**src/rtl/prm_oblgc_pkg.sv**
```systemverilog
// Shared types and defaults for the obligation-check scan engine.
// Holds the query width, result word width, FSM states and the query vector type.
package prm_oblgc_pkg;

  localparam int QW = 15;
  localparam int PW = 16;
  localparam int CW = 16;

  typedef enum logic [1:0] {
    ST_IDLE = 2'd0,
    ST_SCAN = 2'd1,
    ST_EMIT = 2'd2
  } state_t;

  typedef logic [QW-1:0] query_t;

endpackage

```
**src/rtl/prm_oblgc_pack.sv**
```systemverilog
// Bit packer: drops one checker mask per sampled cycle into the word register at the slot position.
// Word is complete the same cycle its final bit is sampled; upstream holds it until the emit handshake clears it.
module prm_oblgc_pack #(
  parameter int PW = prm_oblgc_pkg::PW,
  parameter int CW = prm_oblgc_pkg::CW
) (
  input  logic          clk,
  input  logic          rst_n,
  input  logic          i_clr,
  input  logic          i_sample,
  input  logic          i_mask,
  input  logic [CW-1:0] i_remaining,
  output logic [PW-1:0] o_word,
  output logic          o_done
);

  localparam int SW = (PW > 1) ? $clog2(PW) : 1;

  logic [SW-1:0] r_slot;
  logic [PW-1:0] r_word;
  logic          w_full;
  logic          w_last;

  assign w_full = (r_slot == SW'(PW - 1));
  assign w_last = (i_remaining == CW'(1));
  assign o_done = i_sample && (w_full || w_last);
  assign o_word = r_word;

  always_ff @(posedge clk) begin
    if (!rst_n) begin
      r_slot <= '0;
      r_word <= '0;
    end else if (i_clr) begin
      // Clearing between words is what keeps the unused bits of a short final word at zero.
      r_slot <= '0;
      r_word <= '0;
    end else if (i_sample) begin
      r_word[r_slot] <= i_mask;
      r_slot         <= r_slot + SW'(1);
    end
  end

endmodule

```
**src/rtl/prm_oblgc_scan.sv**
```systemverilog
// Walks cmd_count consecutive query vectors past an external checker, one per cycle, packing masks into PW-bit words.
// First query is presented the cycle after accept; each word is held in EMIT until res_ready, stalling the scan.
module prm_oblgc_scan #(
  parameter int QW = prm_oblgc_pkg::QW,
  parameter int PW = prm_oblgc_pkg::PW
) (
  input  logic          clk,
  input  logic          rst_n,
  input  logic          cmd_valid,
  output logic          cmd_ready,
  input  logic [QW-1:0] cmd_base,
  input  logic [15:0]   cmd_count,
  output logic [QW-1:0] chk_q,
  input  logic          chk_mask,
  output logic          res_valid,
  input  logic          res_ready,
  output logic [PW-1:0] res_data,
  output logic [QW-1:0] res_idx,
  output logic          res_last,
  output logic [15:0]   hit_cnt,
  output logic          busy
);

  import prm_oblgc_pkg::*;

  state_t        r_state;
  state_t        w_state_nxt;
  logic [QW-1:0] r_chk_q;
  logic [QW-1:0] r_res_idx;
  logic [15:0]   r_remaining;
  logic [15:0]   r_hit_cnt;
  logic          r_res_last;

  logic          w_accept;
  logic          w_start;
  logic          w_sample;
  logic          w_emit_hs;
  logic          w_clr;
  logic          w_done;
  logic [PW-1:0] w_word;

  assign w_accept  = cmd_valid && (r_state == ST_IDLE);
  assign w_start   = w_accept && (cmd_count != 16'd0);
  assign w_sample  = (r_state == ST_SCAN);
  assign w_emit_hs = (r_state == ST_EMIT) && res_ready;
  assign w_clr     = w_start || w_emit_hs;

  prm_oblgc_pack #(.PW(PW), .CW(16)) u_pack (
    .clk         (clk),
    .rst_n       (rst_n),
    .i_clr       (w_clr),
    .i_sample    (w_sample),
    .i_mask      (chk_mask),
    .i_remaining (r_remaining),
    .o_word      (w_word),
    .o_done      (w_done)
  );

  always_ff @(posedge clk) begin
    if (!rst_n) r_state <= ST_IDLE;
    else        r_state <= w_state_nxt;
  end

  always_comb begin
    w_state_nxt = r_state;
    case (r_state)
      ST_IDLE: if (w_start) w_state_nxt = ST_SCAN;
      ST_SCAN: if (w_done)  w_state_nxt = ST_EMIT;
      ST_EMIT: if (res_ready) w_state_nxt = (r_remaining == 16'd0) ? ST_IDLE : ST_SCAN;
      default: w_state_nxt = ST_IDLE;
    endcase
  end

  always_ff @(posedge clk) begin
    if (!rst_n) begin
      r_chk_q     <= '0;
      r_res_idx   <= '0;
      r_remaining <= '0;
      r_hit_cnt   <= '0;
      r_res_last  <= 1'b0;
    end else begin
      if (w_accept) r_hit_cnt <= '0;
      if (w_start) begin
        r_chk_q     <= cmd_base;
        r_res_idx   <= cmd_base;
        r_remaining <= cmd_count;
        r_res_last  <= 1'b0;
      end
      if (w_sample) begin
        r_chk_q     <= r_chk_q + QW'(1);
        r_remaining <= r_remaining - 16'd1;
        if (chk_mask && (r_hit_cnt != 16'hFFFF)) r_hit_cnt <= r_hit_cnt + 16'd1;
        if (r_remaining == 16'd1) r_res_last <= 1'b1;
      end
      // The next word starts at whatever query the scan paused on.
      if (w_emit_hs) begin
        r_res_last <= 1'b0;
        r_res_idx  <= r_chk_q;
      end
    end
  end

  assign cmd_ready = (r_state == ST_IDLE);
  assign busy      = (r_state != ST_IDLE);
  assign res_valid = (r_state == ST_EMIT);
  assign chk_q     = r_chk_q;
  assign res_data  = w_word;
  assign res_idx   = r_res_idx;
  assign res_last  = r_res_last;
  assign hit_cnt   = r_hit_cnt;

endmodule

```
**config.mk**
```make
export PLATFORM = sky130hd
export DESIGN_NAME = prm_oblgc_scan
export DESIGN_NICKNAME = d
export VERILOG_FILES = /design/src/rtl/prm_oblgc_pkg.sv /design/src/rtl/prm_oblgc_pack.sv /design/src/rtl/prm_oblgc_scan.sv
export SDC_FILE = /design/constraint.sdc
export NUM_CORES = 1
export LEC_CHECK = 0
export BUFFER_PORTS_ARGS = -buffer_cell sky130_fd_sc_hd__buf_4
export CAP_MARGIN = 20
export CORE_MARGIN = 4
export CORE_UTILIZATION = 45
export CTS_BUF_LIST = sky130_fd_sc_hd__clkbuf_4 sky130_fd_sc_hd__clkbuf_8
export DETAILED_ROUTE_END_ITERATION = 8
export PLACE_DENSITY = 0.69
export SLEW_MARGIN = 20
export SYNTH_ARGS = -nofsm -noshare
export SYNTH_HDL_FRONTEND = slang
export SYNTH_SLANG_ARGS = --single-unit
export TNS_END_PERCENT = 1
```
**constraint.sdc**
```tcl
create_clock -name clk -period 6 [get_ports clk]
set_clock_uncertainty 0.2 [all_clocks]
set_input_delay 0.6 -clock clk [delete_from_list [all_inputs] [get_ports clk]]
set_output_delay 0.6 -clock clk [all_outputs]
set_load 0.01 [all_outputs]
```
After elaboration in Yosys (flattened, before gate mapping) --
Cells that the tools add are included.
Storage, ports and cells: register bits after elaboration 85, output and inout bits 66
Operators by class: $add $sub $neg 4, $lt $le $gt $ge 2, equality and inequality tests 8, muxes and demuxes 19, bitwise gates (word level) 1, reductions and logical operators 17
Operators by type and width (count):
- $mux W16 | 5
- $mux W15 | 3
- $add A16 B1 Y16 const B | 1
- $bwmux W16 | 1
- $eq A16 B1 Y1 const B | 1
- $logic_not A16 Y1 | 1
- $ne A16 B16 Y1 const B | 1
- $reduce_bool A16 Y1 | 1
- $sub A16 B1 Y16 const B | 1
- $add A15 B1 Y15 const B | 1
- $logic_and A1 B1 Y1 | 6
- $mux W2 | 3
- $pmux W2 S3 | 1
- $reduce_bool A2 Y1 | 3
- $lt A4 B5 Y1 const B | 1
- $mux W1 | 5
- $add A4 B1 Y4 const B | 1
- $demux W1 S4 | 1
- $eq A4 B4 Y1 const B | 1
- $ge A4 B1 Y1 const B | 1
- $ne A2 B1 Y1 const B | 2
- $reduce_or A2 Y1 | 2
- $reduce_and A3 Y1 | 1
- $eq A2 B1 Y1 const B | 1
- other kinds (5) | 6

Logic depth before layout (Yosys ltp) --
Gate-level depths: netlist (run 1).
depth in word-level cells 6, mapped depth 7, gate-level depth less buffers 7

Hierarchy --
Synthesis (run 1) repeated with hierarchy kept, for this count alone.
Unflattened totals: cell total of the unflattened synthesis 518, area total of the unflattened synthesis 4277.9 um^2
Modules (own cells, without submodules):
- prm_oblgc_scan | times used 1, cells an instance 414, area each 3314.4 um^2, sequential area each 1301.2 um^2
- prm_oblgc_pack | times used 1, cells an instance 104, area each 963.4 um^2, sequential area each 400.4 um^2

Least setup slack after synthesis (run 1) --
No wires, ideal clock.
kind flip-flop to flip-flop, from register r_hit_cnt[0] (netlist: hit_cnt[0]), to register r_hit_cnt[12] (netlist: hit_cnt[12]), library setup time 0.125 ns, data arrival time 2.033 ns, data required time 5.675 ns, setup slack 3.642 ns, stages on the path, launching flop included 8, path buffers 1, period minus slack after synthesis 2.358 ns, path through dfxtp_1 -> ha_1 -> nand3_1 -> nor4_2 -> a21oi_1 -> clkbuf_1 -> a21oi_1 -> mux2i_1
Between the ends: word-level cells in the longest chain between the ends 4, elaborated cells between the ends (all ways) 5, classes of those cells add/sub (1); eq/ne (1); mux (2); reduce/logical (1)
Ends and longest elaborated chain:
- from (decl) | RTL line prm_oblgc_scan.sv:31 | logic [15:0] r_hit_cnt;
- from (signal assigned) | RTL line prm_oblgc_scan.sv:92 | if (chk_mask && (r_hit_cnt != 16'hFFFF)) r_hit_cnt <= r_hit_cnt + 16'd1;
- branches (longest 2 deep; another with $add A16 B1 Y16)
- $mux W16 (*) | RTL line prm_oblgc_scan.sv:92
- $mux W16 (*) | RTL line prm_oblgc_scan.sv:89 | if (w_sample) begin
Every way passes the cells marked *. A chain may end at the register's enable or synchronous reset.

Final worst setup path (run 1) --
from register r_state[1], to register u_pack.r_word[10] (netlist: u_pack.o_word[10])
Between the ends: word-level cells in the longest chain between the ends 5, elaborated cells between the ends (all ways) 8, classes of those cells eq/ne (2); reduce/logical (6)
Ends and longest elaborated chain:
- from (decl) | RTL line prm_oblgc_scan.sv:26 | state_t r_state;
- from (signal assigned) | RTL line prm_oblgc_scan.sv:61 | else r_state <= w_state_nxt;
- $logic_not A2 Y1 | RTL line prm_oblgc_scan.sv:42 | assign w_accept = cmd_valid && (r_state == ST_IDLE);
- $logic_and A1 B1 Y1 | RTL line prm_oblgc_scan.sv:42
- $logic_and A1 B1 Y1 | RTL line prm_oblgc_scan.sv:43 | assign w_start = w_accept && (cmd_count != 16'd0);
- $logic_or A1 B1 Y1 | RTL line prm_oblgc_scan.sv:46 | assign w_clr = w_start || w_emit_hs;
- $reduce_or A2 Y1 (no source line)
- to (signal, indexed assignment) | RTL line prm_oblgc_pack.sv:38 | r_word[r_slot] <= i_mask;
- to (decl) | RTL line prm_oblgc_pack.sv:20 | logic [PW-1:0] r_word;
Parallel ways exist; a longest one is shown, timed or not.

==> run metrics, run 1 <==
Max Root-Sink Buffers=2; most frequent cells in the layout=buf_4 (103), dfxtp_1 (85), nand2_1 (72); setup TNS=0 ns; std cell rows=34; WP buf/inv=0; Inserted Diodes=0; critical path capture point type=flop; Clk pwr share=34.8%; Worst-path clk slew=0.09 ns; Post-CTS Setup Inserts=0; slew at the pin closest to its max-slew limit=0.970 ns; YS warnings=0; hpwl dp=7690 um; post-cts gate resize count=0; Routability Congestion=0.846; setup violators final=0; combinational power share=17.4%; mean number of vias per cell=5.72; die width=104 um; Critical-path top delay cell=nand3_1; global-route usage over all layers=19.7%; core footprint=8810 um^2; power per cell area=256 nW/um^2; Crit path max-delay family=simple AND/OR/NAND/NOR gates; P_sw=0.376 mW; hold buffers post-CTS=0; Max Cap Violations=0; Net Count, Synth=561; Post-synth ARST share=0%; CP max FO=32; LEAKAGE=1.99 nW; routed len/inst=15.3 um; Die Y=104 um; Mapped Area=4120 um^2; TritonCTS Buffers=9; Final Critical Period=2.68 ns; final cycle utilization of the critical path=44.7%; Crit path arrival time=2.70 ns; I/O pin count=102; CP startpoint kind=flop; post-synthesis instance total=517; worst setup margin=3.32 ns; CP required=6.02 ns; CP max stage delay=0.81 ns; crit-path cells=nor2b_1, nand2_1, nand3_1, nor2_1; vias in the first global route=3,718; drc violations=0; Syn Area/Cell=7.97 um^2; Clk Latency, worst-skew pair=0.36 ns; initial antenna violation count=0; Final Hold Fails=0; max_slew headroom=35.2%; initial core utilization=46.8%; Netlist cell types=52; grt ovf=0; Peak VDD IR=0.116 mV; vias=4,088; register area share after synthesis=41.3%; fmax=373 MHz; first-pass GRT wire length=18,000 um; Iteration-0 DRC Markers=148; Pre-Repair DR Iteration Count=4; nets=647; area grow syn2layout=25.0%; Power Internal=0.943 mW; RSZ-0062 raised after global routing=false; Sw Share=28.5%; Post-DRT Antenna Nets=0; CTS tree=built; root buf cell=clkbuf_8; pin count of the biggest net entering global routing=44; Placement Setup Slack=3.07 ns; status=finished clean; fraction of layout cells with a size suffix above 1=21.7%; critical path type=reg2reg; total die area=10,800 um^2; routed wire length=10,900 um; Sequential Power Share=47.9%; PortBufs=101; Post-synth top flop=dfxtp_1; #FFs+latches synth=85; HP Class=reg2reg; Final Max Tran Viols=0; commonest non-fill, non-tap cell in the layout=buf_4; H-tree depth=3; Post-synth EDFFs=0; clk sinks=85
[cells in the mapped netlist (9+ instances only)]
| cell type | number | area, um^2 |
|---|---|---|
| dfxtp_1 | 85 | 1700 |
| nand2_1 | 72 | 270 |
| nor2_1 | 49 | 184 |
| a21oi_1 | 38 | 190 |
| o21ai_0 | 37 | 185 |
| nand3_1 | 32 | 160 |
| a31oi_1 | 27 | 169 |
| clkbuf_1 | 26 | 97.6 |
| mux2i_1 | 17 | 170 |
| or3_1 | 12 | 75.1 |
| inv_1 | 10 | 37.5 |
| nor3_1 | 9 | 45.0 |
[worst paths after layout]
check	startpoint	endpoint	slack, ns	depth (start not counted)
setup / recovery	r_state[1]$_SDFFE_PN0P_	u_pack.o_word[10]$_SDFFE_PP0P_	3.32	4
hold / removal	res_idx[5]$_SDFFE_PN0P_	res_idx[5]$_SDFFE_PN0P_	0.28	2
setup reg to reg	r_state[1]$_SDFFE_PN0P_	u_pack.o_word[10]$_SDFFE_PP0P_	3.32	4
hold reg to reg	res_idx[5]$_SDFFE_PN0P_	res_idx[5]$_SDFFE_PN0P_	0.28	2
[metal layers]
layer / part of all wire [%] / vias to the layer above / GRT usage, %
met5: 0 / - / 0
met4: 0.60 / 0 / 5.41
met3: 5.0 / 7 / 4.85
met2: 48 / 96 / 32.9
met1: 46 / 1931 / 25.3
li1: - / 2054 / -
[cells by family after synthesis]
logic type | count (synthesis) | synth area share, %
simple gates | 227 | 27.0
compound gates | 138 | 20.8
flops | 85 | 41.3
buf+inv | 38 | 3.52
mux | 17 | 4.13
fa+ha+maj | 8 | 2.43
xor+xnor | 4 | 0.850
[state kept, by name, indices dropped and copies added, names as in the netlist]
signal,flops
r_remaining,16
res_last,1
chk_q,15
u_pack.o_word,16
u_pack.r_slot,4
hit_cnt,16
res_idx,15
r_state,2
[worst min-delay path, stage by stage (launching register included)]
cell and delay [ns]:
dfxtp_1 0.32, nand2_1 0.05, a31oi_1 0.07
[through the flow]
step | hold slack [ns] | cells | power (mW) | instance area (um^2) | util [%]
2_1_floorplan | 0.252 | 517 | 0.784 | 4120 | -
3_3_place_gp | 0.263 | 700 | 0.867 | 4920 | 55.9
3_5_place_dp | 0.266 | 700 | 0.873 | 4920 | 55.9
4_1_cts | 0.278 | 715 | 1.33 | 5140 | 58.4
5_1_grt | 0.305 | 715 | 1.39 | 5150 | 58.5
6_report | 0.277 | 715 | 1.32 | 5150 | 58.5
[power groups by stage]
stage	Sequential (mW)	Clock [mW]	Combinational [mW]
floorplan	0.643	0	0.141
global placement	0.642	0	0.225
detailed placement	0.644	0	0.229
CTS	0.631	0.467	0.230
global route	0.637	0.494	0.255
finish	0.631	0.459	0.229
[layout make-up]
| class | count | area, um^2 |
|---|---|---|
| Fill cell | 793 | 3650 |
| Multi-Input combinational cell | 394 | 2280 |
| Sequential cell | 85 | 1700 |
| Timing Repair Buffer | 103 | 773 |
| Clock buffer | 10 | 138 |
| Tap cell | 108 | 135 |
| Clock inverter | 5 | 83.8 |
| Inverter | 10 | 37.5 |
(Power assumes the default switching activity.)
==> run 2: changes to the inputs <==
Settings changed: PLACE_DENSITY 0.69 to 0.72.
Clock period 6 ns to 2.4 ns, I/O delays scaled along.
==> run metrics, run 2 (synthesis gave the netlist of run 1 again) <==
Post-DRT Antenna Nets=0; Final Max Tran Viols=0; std cell rows=34; Final Critical Period=2.34 ns; M1 GR Usage=28.7%; root buf cell=clkbuf_8; CP max FO=5; WP buf/inv=1; mean number of vias per cell=5.65; P_sw=0.970 mW; critical path type=reg2reg; CP required=2.45 ns; r2r setup slk=0.06 ns; Crit path max-delay family=simple AND/OR/NAND/NOR gates; nets=692; area of the multi-input gates=2320 um^2; power per cell area=623 nW/um^2; filler cell count=789; clk sinks=85; r2r startpoint=r_remaining[0]$_SDFFE_PN0P_; Max Root-Sink Buffers=2; Worst-path clk slew=0.09 ns; H-tree depth=3; Sequential Power Share=44.8%; global-route usage over all layers=21.9%; status=finished clean; initial core utilization=46.8%; fmax=428 MHz; Core Util, Final=64.2%; Clk pwr share=35.9%; Pwr Total=3.52 mW; dpl cells=717; Sw Share=27.6%; Peak VDD IR=0.355 mV; final cycle utilization of the critical path=97.5%; most frequent cells in the layout=buf_4 (118), dfxtp_1 (85), nand2_1 (72); slew at the pin closest to its max-slew limit=0.604 ns; initial antenna violation count=0; die width=104 um; Power Internal=2.55 mW; Pre-Repair DR Iteration Count=5; combinational power share=19.2%; FF-to-FF End=r_remaining[14]$_SDFFE_PN0P_; HP Class=in2reg; Iteration-0 DRC Markers=240; hpwl dp=8400 um; core footprint=8810 um^2; Setup crit start=r_remaining[0]$_SDFFE_PN0P_; setup violators final=0; GR Util met2=36.2%; grt ovf=0; Clk Latency, worst-skew pair=0.36 ns; worst setup margin=0.0612 ns; RSZ-0062 raised after global routing=true; critical path capture point type=flop; I/O pin count=102; LEAKAGE=2.23 nW; Critical-path top delay cell=or3b_2; crit-path cells=inv_1, ha_1, or3b_2, nor2_2, nand2b_1, o311a_1, o21a_1; pin count of the biggest net entering global routing=31; max_slew headroom=59.3%; PortBufs=101; Storage cell area=1700 um^2; reg2reg path depth=7; Max Cap Violations=0; drc violations=0; busiest grt layer=met2; area grow syn2layout=37.1%; Post-CTS Setup Inserts=0; CP startpoint kind=flop; CP max stage delay=0.52 ns; Crit path arrival time=2.39 ns; setup TNS=0 ns; Crit path depth=7; first-pass GRT wire length=20,100 um; TritonCTS Buffers=9; total die area=10,800 um^2; Final Non-Filler Cells=761; routed len/inst=15.6 um; vias in the first global route=4,129; vias=4,296; Routability Congestion=0.854; routed wire length=11,900 um; commonest non-fill, non-tap cell in the layout=buf_4; Die Y=104 um; Final Hold Fails=0; Fin Hold WS=0.0266 ns; CTS tree=built; Inserted Diodes=0; met3 usage=4.42%; fraction of layout cells with a size suffix above 1=23.9%; dpl cell area=5070 um^2; Placement Setup Slack=0.108 ns; critical path capture point=r_remaining[14]$_SDFFE_PN0P_; Finished Cell Area=5650 um^2
run 2: repair_timing:
item,4_1_cts,5_1_grt
gates resized for setup,0,9
endpoints found under the setup margin,0,39
hold buffers,28,0
endpoints found under the hold margin,38,0
run 2: how the worst min path moves through the flow:
stage / endpoint / start / depth (start not counted) / slack [ns]
2_1_floorplan: res_idx[7]$_SDFFE_PN0P_ / cmd_base[7] / 2 / 0.19
3_3_place_gp: res_idx[6]$_SDFFE_PN0P_ / res_idx[6]$_SDFFE_PN0P_ / 2 / 0.26
3_5_place_dp: res_idx[7]$_SDFFE_PN0P_ / res_idx[7]$_SDFFE_PN0P_ / 2 / 0.26
4_1_cts: res_idx[6]$_SDFFE_PN0P_ / cmd_base[6] / 3 / 0.003
5_1_grt: res_idx[6]$_SDFFE_PN0P_ / cmd_base[6] / 3 / 0.04
6_report: r_remaining[2]$_SDFFE_PN0P_ / cmd_count[2] / 3 / 0.03
run 2: power by group through the flow:
stage	Combinational [mW]	Clock (mW)	Sequential (mW)
finish	0.677	1.26	1.58
global route	0.745	1.34	1.59
CTS	0.665	1.29	1.57
detailed placement	0.622	0	1.61
global placement	0.609	0	1.60
floorplan	0.352	0	1.61
run 2: area by class of cell:
| cell class | count | area share (%) |
|---|---|---|
| multi-input combinational | 394 | 41.0 |
| clock buffer | 11 | 2.57 |
| inverter | 10 | 0.664 |
| sequential | 85 | 30.1 |
| tap | 108 | 2.39 |
| clock inverter | 5 | 1.90 |
| timing repair buffer | 148 | 21.3 |
run 2: worst min-delay path, stage by stage:
cell	delay (ns)
buf_4	0.10
o21ai_0	0.08
a21oi_1	0.12
run 2: per-layer routing:
metal	vias up	wire, um
met2	145	5600
met4	0	223
met3	23	629
met1	1982	5400
li1	2146	-
met5	-	0
